## src/rtl/polyline_raster_pkg.sv

```systemverilog
// Shared types and step helpers for the polyline rasteriser.
// Coordinates are unsigned CW bits; Bresenham error terms are signed CW+2 bits.
package raster_pkg;
    localparam int CW = 10;
    localparam int SW = 4;

    typedef enum logic [1:0] {IDLE, SETUP, RUN} state_t;
    typedef logic [CW-1:0]        coord_t;
    typedef logic signed [CW+1:0] err_t;
    typedef logic signed [CW+2:0] e2_t;

    function automatic err_t abs_diff(input coord_t a, input coord_t b);
        return (a >= b) ? err_t'({2'b00, a - b}) : err_t'({2'b00, b - a});
    endfunction

    function automatic err_t sign(input coord_t from, input coord_t to);
        return (to >= from) ? err_t'(1) : err_t'(-1);
    endfunction
endpackage

```

## src/rtl/polyline_raster_if.sv

```systemverilog
// Segment-in and pixel-out valid/ready channels of the rasteriser.
// slave is the rasteriser's view, master is the driver/sink view.
interface polyline_raster_if;
    import raster_pkg::*;

    logic             seg_valid;
    logic             seg_ready;
    logic             seg_cont;
    coord_t           seg_x0;
    coord_t           seg_y0;
    coord_t           seg_x1;
    coord_t           seg_y1;
    logic [SW-1:0]    spacing;
    logic             pt_valid;
    logic             pt_ready;
    coord_t           pt_x;
    coord_t           pt_y;
    logic             pt_last;

    modport master (
        output seg_valid, seg_cont, seg_x0, seg_y0, seg_x1, seg_y1, spacing, pt_ready,
        input  seg_ready, pt_valid, pt_x, pt_y, pt_last
    );

    modport slave (
        input  seg_valid, seg_cont, seg_x0, seg_y0, seg_x1, seg_y1, spacing, pt_ready,
        output seg_ready, pt_valid, pt_x, pt_y, pt_last
    );
endinterface

```

## src/rtl/polyline_raster_bresenham_step.sv

```systemverilog
// Bresenham walker: holds the current pixel and error term, steps once per advance.
// load has priority over advance; at_end flags the current pixel as the segment endpoint.
module bresenham_step
    import raster_pkg::*;
(
    input  logic   clk,
    input  logic   rst,
    input  logic   load,
    input  logic   advance,
    input  coord_t ld_x,
    input  coord_t ld_y,
    input  err_t   ld_err,
    input  err_t   dx,
    input  err_t   dy,
    input  err_t   sx,
    input  err_t   sy,
    input  coord_t end_x,
    input  coord_t end_y,
    output coord_t x,
    output coord_t y,
    output logic   at_end
);
    coord_t x_q, x_d, y_q, y_d;
    err_t   err_q, err_d;
    e2_t    e2;
    logic   step_x, step_y;

    always_comb begin
        e2     = e2_t'({err_q, 1'b0});
        step_x = (e2 >= e2_t'(dy));
        step_y = (e2 <= e2_t'(dx));
        x_d    = x_q;
        y_d    = y_q;
        err_d  = err_q;
        if (load) begin
            x_d   = ld_x;
            y_d   = ld_y;
            err_d = ld_err;
        end else if (advance) begin
            x_d   = step_x ? x_q + coord_t'(sx) : x_q;
            y_d   = step_y ? y_q + coord_t'(sy) : y_q;
            err_d = err_q + (step_x ? dy : err_t'(0)) + (step_y ? dx : err_t'(0));
        end
    end

    always_ff @(posedge clk) begin
        if (!rst) begin
            x_q   <= '0;
            y_q   <= '0;
            err_q <= '0;
        end else begin
            x_q   <= x_d;
            y_q   <= y_d;
            err_q <= err_d;
        end
    end

    assign x      = x_q;
    assign y      = y_q;
    assign at_end = (x_q == end_x) && (y_q == end_y);
endmodule

```

## src/rtl/polyline_raster.sv

```systemverilog
// Bresenham polyline rasteriser with point spacing and segment chaining; one walked pixel per cycle.
// Emitted pixels stall the walk until pt_ready; optional clipping under RASTER_CLIP_EN.
module polyline_raster
    import raster_pkg::*;
#(
    parameter int X_MAX = 799,
    parameter int Y_MAX = 599
) (
    input  logic                clk,
    input  logic                rst,
    input  logic                frame_start,
    polyline_raster_if.slave    bus,
    output logic                seg_done,
    output logic                busy
);
`ifdef RASTER_CLIP_EN
    localparam bit CLIP_EN = 1'b1;
`else
    localparam bit CLIP_EN = 1'b0;
`endif
    localparam coord_t XLIM = coord_t'(X_MAX);
    localparam coord_t YLIM = coord_t'(Y_MAX);

    state_t        state_q, state_d;
    coord_t        sx0_q, sx0_d, sy0_q, sy0_d, ex_q, ex_d, ey_q, ey_d;
    coord_t        rec_x_q, rec_x_d, rec_y_q, rec_y_d;
    coord_t        pt_x_q, pt_x_d, pt_y_q, pt_y_d;
    logic [SW-1:0] spc_q, spc_d, cnt_q, cnt_d;
    logic          skip_q, skip_d, rec_vld_q, rec_vld_d;
    logic          pt_valid_q, pt_valid_d, pt_last_q, pt_last_d, seg_done_q, seg_done_d;
    logic          accept, adv, emit, clipped, at_end;
    coord_t        cur_x, cur_y;
    err_t          dx, dy, sx, sy;

    assign bus.seg_ready = (state_q == IDLE) & ~frame_start;
    assign accept        = bus.seg_valid & bus.seg_ready;

    assign dx = abs_diff(sx0_q, ex_q);
    assign dy = -abs_diff(sy0_q, ey_q);
    assign sx = sign(sx0_q, ex_q);
    assign sy = sign(sy0_q, ey_q);

    bresenham_step u_step (
        .clk, .rst,
        .load   (state_q == SETUP && !frame_start),
        .advance(adv),
        .ld_x   (sx0_q), .ld_y(sy0_q), .ld_err(dx + dy),
        .dx, .dy, .sx, .sy,
        .end_x  (ex_q), .end_y(ey_q),
        .x      (cur_x), .y(cur_y), .at_end
    );

    assign clipped = CLIP_EN && ((cur_x > XLIM) || (cur_y > YLIM));

    always_comb begin
        state_d = state_q;   sx0_d = sx0_q;       sy0_d = sy0_q;
        ex_d = ex_q;         ey_d = ey_q;         spc_d = spc_q;
        cnt_d = cnt_q;       skip_d = skip_q;     rec_vld_d = rec_vld_q;
        rec_x_d = rec_x_q;   rec_y_d = rec_y_q;   pt_x_d = pt_x_q;
        pt_y_d = pt_y_q;     pt_valid_d = pt_valid_q;
        pt_last_d = pt_last_q;
        seg_done_d = 1'b0;
        adv  = 1'b0;
        emit = 1'b0;
        case (state_q)
            IDLE: if (accept) begin
                // A continued segment starts at the stored endpoint and must not redraw it
                skip_d  = bus.seg_cont & rec_vld_q;
                sx0_d   = skip_d ? rec_x_q : bus.seg_x0;
                sy0_d   = skip_d ? rec_y_q : bus.seg_y0;
                ex_d    = bus.seg_x1;
                ey_d    = bus.seg_y1;
                spc_d   = bus.spacing;
                state_d = SETUP;
            end
            SETUP: begin
                cnt_d = '0;
                if (skip_q && sx0_q == ex_q && sy0_q == ey_q) begin
                    state_d    = IDLE;
                    seg_done_d = 1'b1;
                end else begin
                    state_d = RUN;
                end
            end
            RUN: begin
                if (pt_valid_q && !bus.pt_ready) begin
                    state_d = RUN;
                end else if (pt_valid_q && pt_last_q) begin
                    pt_valid_d = 1'b0;
                    pt_last_d  = 1'b0;
                    state_d    = IDLE;
                    seg_done_d = 1'b1;
                end else begin
                    emit       = (cnt_q == '0 || at_end) && !skip_q && !clipped;
                    pt_valid_d = emit;
                    pt_last_d  = emit & at_end;
                    if (emit) begin
                        pt_x_d = cur_x;
                        pt_y_d = cur_y;
                    end
                    skip_d = 1'b0;
                    cnt_d  = (cnt_q == spc_q) ? '0 : cnt_q + 1'b1;
                    if (at_end) begin
                        rec_x_d   = cur_x;
                        rec_y_d   = cur_y;
                        rec_vld_d = 1'b1;
                        if (!emit) begin
                            state_d    = IDLE;
                            seg_done_d = 1'b1;
                        end
                    end else begin
                        adv = 1'b1;
                    end
                end
            end
            default: state_d = IDLE;
        endcase
        if (frame_start) begin
            state_d    = IDLE;
            pt_valid_d = 1'b0;
            pt_last_d  = 1'b0;
            seg_done_d = 1'b0;
            rec_vld_d  = 1'b0;
            skip_d     = 1'b0;
            adv        = 1'b0;
        end
    end

    always_ff @(posedge clk) begin
        if (!rst) begin
            state_q <= IDLE;  sx0_q <= '0;  sy0_q <= '0;  ex_q <= '0;  ey_q <= '0;
            spc_q <= '0;  cnt_q <= '0;  skip_q <= 1'b0;  rec_vld_q <= 1'b0;
            rec_x_q <= '0;  rec_y_q <= '0;  pt_x_q <= '0;  pt_y_q <= '0;
            pt_valid_q <= 1'b0;  pt_last_q <= 1'b0;  seg_done_q <= 1'b0;
        end else begin
            state_q <= state_d;  sx0_q <= sx0_d;  sy0_q <= sy0_d;  ex_q <= ex_d;  ey_q <= ey_d;
            spc_q <= spc_d;  cnt_q <= cnt_d;  skip_q <= skip_d;  rec_vld_q <= rec_vld_d;
            rec_x_q <= rec_x_d;  rec_y_q <= rec_y_d;  pt_x_q <= pt_x_d;  pt_y_q <= pt_y_d;
            pt_valid_q <= pt_valid_d;  pt_last_q <= pt_last_d;  seg_done_q <= seg_done_d;
        end
    end

    assign bus.pt_valid = pt_valid_q;
    assign bus.pt_x     = pt_x_q;
    assign bus.pt_y     = pt_y_q;
    assign bus.pt_last  = pt_last_q;
    assign seg_done     = seg_done_q;
    assign busy         = (state_q != IDLE);
endmodule

```

## src/flat_wrapper.sv

```systemverilog
// flat-port wrapper written by rule: the top's interface ports become plain ports
module polyline_raster_flat import raster_pkg::*;
#(
    parameter int X_MAX = 799,
    parameter int Y_MAX = 599
)
  (clk, rst, frame_start, seg_done, busy, bus_seg_valid, bus_seg_cont, bus_seg_x0, bus_seg_y0, bus_seg_x1, bus_seg_y1, bus_spacing, bus_pt_ready, bus_seg_ready, bus_pt_valid, bus_pt_x, bus_pt_y, bus_pt_last);
  polyline_raster_if bus_i ();
  input  logic clk;
  input  logic rst;
  input  logic frame_start;
  output logic seg_done;
  output logic busy;
  input wire logic [$bits(bus_i.seg_valid)-1:0] bus_seg_valid;
  input wire logic [$bits(bus_i.seg_cont)-1:0] bus_seg_cont;
  input wire logic [$bits(bus_i.seg_x0)-1:0] bus_seg_x0;
  input wire logic [$bits(bus_i.seg_y0)-1:0] bus_seg_y0;
  input wire logic [$bits(bus_i.seg_x1)-1:0] bus_seg_x1;
  input wire logic [$bits(bus_i.seg_y1)-1:0] bus_seg_y1;
  input wire logic [$bits(bus_i.spacing)-1:0] bus_spacing;
  input wire logic [$bits(bus_i.pt_ready)-1:0] bus_pt_ready;
  output wire logic [$bits(bus_i.seg_ready)-1:0] bus_seg_ready;
  output wire logic [$bits(bus_i.pt_valid)-1:0] bus_pt_valid;
  output wire logic [$bits(bus_i.pt_x)-1:0] bus_pt_x;
  output wire logic [$bits(bus_i.pt_y)-1:0] bus_pt_y;
  output wire logic [$bits(bus_i.pt_last)-1:0] bus_pt_last;
  assign bus_i.seg_valid = bus_seg_valid;
  assign bus_i.seg_cont = bus_seg_cont;
  assign bus_i.seg_x0 = bus_seg_x0;
  assign bus_i.seg_y0 = bus_seg_y0;
  assign bus_i.seg_x1 = bus_seg_x1;
  assign bus_i.seg_y1 = bus_seg_y1;
  assign bus_i.spacing = bus_spacing;
  assign bus_i.pt_ready = bus_pt_ready;
  assign bus_seg_ready = bus_i.seg_ready;
  assign bus_pt_valid = bus_i.pt_valid;
  assign bus_pt_x = bus_i.pt_x;
  assign bus_pt_y = bus_i.pt_y;
  assign bus_pt_last = bus_i.pt_last;
  polyline_raster #(.X_MAX(X_MAX), .Y_MAX(Y_MAX)) u_core (.clk(clk), .rst(rst), .frame_start(frame_start), .bus(bus_i), .seg_done(seg_done), .busy(busy));
endmodule
```

## config.mk

```make
export PLATFORM = sky130hd
export DESIGN_NAME = polyline_raster_flat
export DESIGN_NICKNAME = d
export VERILOG_FILES = /design/src/rtl/polyline_raster_pkg.sv /design/src/rtl/polyline_raster_if.sv /design/src/rtl/polyline_raster_bresenham_step.sv /design/src/rtl/polyline_raster.sv /design/src/flat_wrapper.sv
export SDC_FILE = /design/constraint.sdc
export NUM_CORES = 1
export LEC_CHECK = 0
export BUFFER_PORTS_ARGS = -buffer_cell sky130_fd_sc_hd__buf_2
export CAP_MARGIN = 20
export CORE_ASPECT_RATIO = 0.5
export CORE_MARGIN = 3
export CORE_UTILIZATION = 62
export DETAILED_ROUTE_END_ITERATION = 16
export PLACE_DENSITY = 0.82
export SLEW_MARGIN = 15
export SYNTH_ARGS = -nofsm -noshare
export SYNTH_HDL_FRONTEND = slang
export SYNTH_SLANG_ARGS = --single-unit
export TNS_END_PERCENT = 1
```

## constraint.sdc

```tcl
create_clock -name clk -period 8.69 [get_ports clk]
set_clock_uncertainty 0.15 [all_clocks]
set_input_delay 1.3035 -clock clk [delete_from_list [all_inputs] [get_ports clk]]
set_output_delay 1.3035 -clock clk [all_outputs]
set_load 0.02 [all_outputs]
```

==> Yosys cells after proc, flatten, opt, wreduce, memory -nomap -nowiden <==
Index checks and enable logic that the tools add are counted.
W data, S select, Z words.
{ "classes": {"n_addsub": 11, "muxes": 44, "magnitude_cmp": 6, "reduce_logical": 29, "n_bitwise": 8, "eq_ne": 12} }
{ "op_table": {"columns": ["op", "n"], "rows": [
  ["$mux W10", 12],
  ["$mux W12", 4],
  ["$eq A10 B10 Y1", 4],
  ["$ge A10 B10 Y1", 4],
  ["$sub A10 B10 Y10", 4],
  ["$add A12 B12 Y12", 2],
  ["$add A10 B10 Y10", 2],
  ["$mux W1", 15],
  ["$ge A13 B12 Y1", 1],
  ["$le A13 B12 Y1", 1],
  ["$add A11 B12 Y12", 1],
  ["$mux W2", 6],
  ["$mux W4", 3],
  ["$neg A10 Y12", 1],
  ["$reduce_and A4 Y1", 3],
  ["$reduce_bool A2 Y1", 6],
  ["$pmux W4 S2", 1],
  ["$reduce_and A2 Y1", 4],
  ["$logic_and A1 B1 Y1", 7],
  ["$pmux W2 S3", 1],
  ["$reduce_and A3 Y1", 2],
  ["$add A4 B1 Y4 const B", 1],
  ["$and A1 B1 Y1", 4],
  ["$eq A4 B4 Y1", 1],
  ["13 further kinds", 20]
]} }
{ "totals": {"register_bits": 127, "inputBits": 50, "word_cells": 129} }

==> Logic depth before layout (Yosys ltp) <==
{ "logic_depth": {"depth_word": 9, "depth_mapped": 43, "mapped_depth_nobuf": 41} }

==> By module <==
From an unflattened synthesis, not the netlist that was laid out.
{ "unflattened": {"cells_unflattened": 1293, "area_unflattened_um2": 10476.3} }
{ "modules_own_cells": {"columns": ["module", "seq_area_each_um2", "area_per_inst_um2", "n_inst", "cells_per_inst"], "rows": [
  ["polyline_raster", 1901.8, 6731.5, 1, 831],
  ["bresenham_step", 640.6, 3744.8, 1, 462]
]} }

==> Least setup slack after synthesis <==
No wires, ideal clock.
{ "synth_timing": {"kind": "register -> register", "startpoint": "register u_core.ey_q[0]", "endpoint": "register u_core.u_step.err_q[11]", "arrival_ns": 7.648, "path_stages_with_launch": 42, "t_required_ns": 8.420, "n_path_buf": 2, "setup_time_ns": 0.120, "period_less_slack_ns": 7.917, "path_slack_ns": 0.773, "cell_sequence": "dfxtp_1 ha_1 inv_1 fa_1 a21o_1 a221oi_1 o211ai_2 a21boi_0 ha_1 inv_1 or3_1 buf_2 nor2_1 xor2_1 nand2_1 o21ai_0 ha_1 nand2_1 [6 not listed] buf_2 nor2_1 fa_1 ha_1 inv_1 fa_1 nor2b_1 o21ai_0 a21boi_0 o21ai_0 a21boi_0 o21ai_0 nand2b_1 a21o_1 a21oi_1 xnor2_1 o211a_1 a211o_1"} }
{ "synth_between": {"elab_chain_len": 9} }
{ "synth_rtl": {"columns": ["item", "line", "source"], "rows": [
  ["start, declared", "polyline_raster.sv:25", "coord_t sx0_q, sx0_d, sy0_q, sy0_d, ex_q, ex_d, ey_q, ey_d;"],
  ["start signal, assigned", "polyline_raster.sv:131", "state_q <= IDLE; sx0_q <= '0; sy0_q <= '0; ex_q <= '0; ey_q <= '0;"],
  ["start signal, assigned", "polyline_raster.sv:136", "state_q <= state_d; sx0_q <= sx0_d; sy0_q <= sy0_d; ex_q <= ex_d; ey_q <= ey_d;"],
  ["$sub A10 B10 Y10 / $ge A10 B10 Y1 (equally long branches)", "polyline_raster_pkg.sv:13", "return (a >= b) ? err_t'({2'b00, a - b}) : err_t'({2'b00, b - a});"],
  ["$mux W10", "polyline_raster_pkg.sv:13", null],
  ["$neg A10 Y12", "polyline_raster.sv:39", "assign dy = -abs_diff(sy0_q, ey_q);"],
  ["$ge A13 B12 Y1", "polyline_raster_bresenham_step.sv:30", "step_x = (e2 >= e2_t'(dy));"],
  ["$mux W12", "polyline_raster_bresenham_step.sv:42", "err_d = err_q + (step_x ? dy : err_t'(0)) + (step_y ? dx : err_t'(0));"],
  ["$add A12 B12 Y12 (2 in series)", "polyline_raster_bresenham_step.sv:42", null],
  ["$mux W12", "polyline_raster_bresenham_step.sv:39", "end else if (advance) begin"],
  ["$mux W12", "polyline_raster_bresenham_step.sv:35", "if (load) begin"],
  ["end signal, assigned", "polyline_raster_bresenham_step.sv:54", "err_q <= err_d;"],
  ["end, declared", "polyline_raster_bresenham_step.sv:24", "err_t err_q, err_d;"]
]} }
Parallel ways exist; a longest one is shown, timed or not. The select of a mux whose other input is x is not followed.
A chain may end at the register's enable or synchronous reset.

==> Worst setup path after layout <==
Ends and elaborated chain as after synthesis.

==> flow_summary.yaml <==
status:
  status: "complete, no violations"
sta:
  whs_ns: 0.317
  clock.fmax_ghz: 0.123
  period_share_pct: 93.3
  hold_viol_final: 0
  tns_ns: 0
  tightestPinTransition_ns: 1.11
  slew_violations: 0
  finalSetupViolations: 0
  slew_headroom_pct: 26.0
  min_period_ns: 8.10
route:
  drt_iter0_drc: 821
  vias: 9420
  wire_per_inst_um: 19.4
  drcViolationCount: 0
  ant_nets: 0
  via_per_inst: 6.19
  routed_wl_mm: 29.5
  drt_first_pass_iters: 5
synth:
  yosysTopAreaCell: "dfxtp_1"
  seq_area_frac_synth_pct: 25.6
  ys_top_cells_by_area: "dfxtp_1 (26%), ha_1 (13%), mux2i_1 (5.9%)"
  synth_edf_count: 0
  synth.net_count: 1421
  synthArstFlopShare_pct: 0
  ys_seq_elements: 127
  synth.top_cell.area_share_pct: 25.6
  netlist_instances: 1253
  ys_warn_count: 0
  ys.flop_type: "dfxtp_1"
  post_synth.cell_area_avg_um2: 7.93
  syn_area_mm2: 0.00993
  ys_types: 75
grt:
  grt_usage_pct: 33.8
  grt_max_degree: 97
  grt_pass1_wl_mm: 46.7
  grt_overflow: 0
  grt_pass1_vias: 8986
  antenna_found_initial: 0
min_path:
  hold_path_class: "reg2reg"
final_layout:
  fin_area_mm2: 0.0111
  largest_reg_flops: 12
  diodes: 0
  nFillCells: 1224
  regMostFlops: "u_core.u_step.err_q"
  post_layout_nonfiller_instances: 1523
  seq_area_mm2: 0.00254
  drive_gt1_share_pct: 11.2
  syn_to_final_growth_pct: 11.8
  finalNetCount: 1475
  multiInputGateArea_mm2: 0.00682
die:
  core-area_mm2: 0.0155
  initial_core_util_pct: 63.9
  die_w_um: 185
  num_rows: 32
  dieArea_mm2: 0.0177
  io_pins: 75
  die-height_um: 95.5
critical_path:
  max_stage_delay_ns: 0.51
  critPathSlowestCell: "fa_1"
  path_max_fanout: 8
  critical_path_class: "reg2reg"
  end_kind: "flop"
  start_kind: "flop"
  worstPathRequired_ns: 8.87
  cp.arrival_ns: 8.28
clocking:
  cts_buffers: 17
  holdBufCountCts: 0
  clk_latency_ns: 0.44
  cts.sinks: 127
  htree_levels: 4
  root_buffer: "clkbuf_16"
  clockBufferDepth: 2
  cts_tree: "yes"
  clkSlewWorstSetupHoldPaths_ns: 0.08
place:
  place_hpwl_mm: 21.4
  placed_area_mm2: 0.0105
  numPlacedInstances: 1490
  port_buffers: 74
  gp_congestion: 0.916
power_and_ir_drop:
  power_density_mw_per_mm2: 256
  ir_drop_v: 0.000145
  power.total_w: 0.00284
  power.leakage_nw: 4.90
run:
  max-cap-violations: 0
## placed cells by master, fill, tap and decap left out, types with 9 or more instances in the layout
cell         n
clkbuf_16   17
o21bai_1    13
nand3_1     37
xor2_1      34
mux2i_1     59
nor2b_1     14
buf_2       74
or3_1       10
a311oi_1    21
inv_1      107
o21a_1       9
a211oi_1    13
a21o_1      33
xnor2_1     46
ha_1        99
nand2b_1    10
buf_4       15
o21ai_0     61
nand2_1    132
fa_1        18
nor2_1     138
a21oi_1     94
dfxtp_1    127
## critical path, delay by kind of cell, from the launching register on
kind	cells	cell delay (ns)
compound gates	18	3.24
fa+ha+maj	8	2.53
simple gates	8	1.19
flops	1	0.42
xor+xnor	2	0.30
buf+inv	3	0.18
## cells in the mapped netlist, types with 3 or more instances
cell,n
a211oi_1,13
a21boi_0,7
a21o_1,33
a21oi_1,95
a22oi_1,5
a311oi_1,21
and2_1,9
and3_1,7
buf_4,3
clkbuf_1,48
dfxtp_1,127
fa_1,18
ha_1,100
inv_1,107
mux2i_1,59
nand2_1,132
nand2b_1,10
nand3_1,37
nand4_1,5
nor2_1,138
nor2b_1,14
nor3_1,10
nor4_1,5
o211ai_1,3
o21a_1,9
o21ai_0,62
o21bai_1,13
o221ai_1,7
o22ai_1,3
o31a_1,3
or3_1,11
xnor2_1,46
xor2_1,34
## report_power, final
part	internal, W	total (W)	switching (W)	leakage, nW
clock network	0.000427	0.000737	0.000310	0.288
logic	0.000615	0.00147	0.000853	3.58
registers	0.000602	0.000636	0.0000345	1.03
total	0.00164	0.00284	0.00120	4.90
## worst paths after layout
check | start | end | slack [ns] | cells after the start
worst max register to register | u_core.ey_q[0] | u_core.u_step.err_q[11] | 0.59 | 39
worst max-delay path | u_core.ey_q[0] | u_core.u_step.err_q[11] | 0.59 | 39
worst min-delay path | u_core.spc_q[0] | u_core.spc_q[0] | 0.32 | 2
worst min register to register | u_core.spc_q[0] | u_core.spc_q[0] | 0.32 | 2
## logic make-up after synthesis
| family | synth area share (%) |
|---|---|
| flops | 25.6 |
| fa+ha+maj | 16.5 |
| compound gates | 20.5 |
| xor+xnor | 7.22 |
| simple gates | 17.6 |
| buf+inv | 6.37 |
| mux | 6.17 |
## area by class of cell
class                      count  share of cell area (%)
multi-input combinational    963                    61.4
sequential                   127                    22.9
tap                          204                    2.30
clock inverter                14                    1.42
inverter                     108                    3.65
clock buffer                  17                    3.83
timing repair buffer          90                    4.48
## through the flow
| step | setup slack [ns] | utilization [%] |
|---|---|---|
| floorplan | 0.773 | - |
| global placement | 0.506 | 67.3 |
| detailed placement | 0.180 | 67.3 |
| CTS | 0.157 | 71.0 |
| global route | -0.0194 | 71.5 |
| finish | 0.586 | 71.5 |
## metal layers
| layer | up-vias | GRT usage, % | wire, um |
|---|---|---|---|
| met2 | 437 | 52.5 | 12800 |
| met1 | 4499 | 47.1 | 13100 |
| met5 | - | 0 | 0 |
| li1 | 4430 | - | - |
| met4 | 0 | 10.7 | 601 |
| met3 | 54 | 7.28 | 2980 |
## timing repair
item,4_1_cts,5_1_grt
gates resized for setup,0,11
setup buffers,0,1
endpoints found under the setup margin,0,3
(Power assumes the default switching activity.)
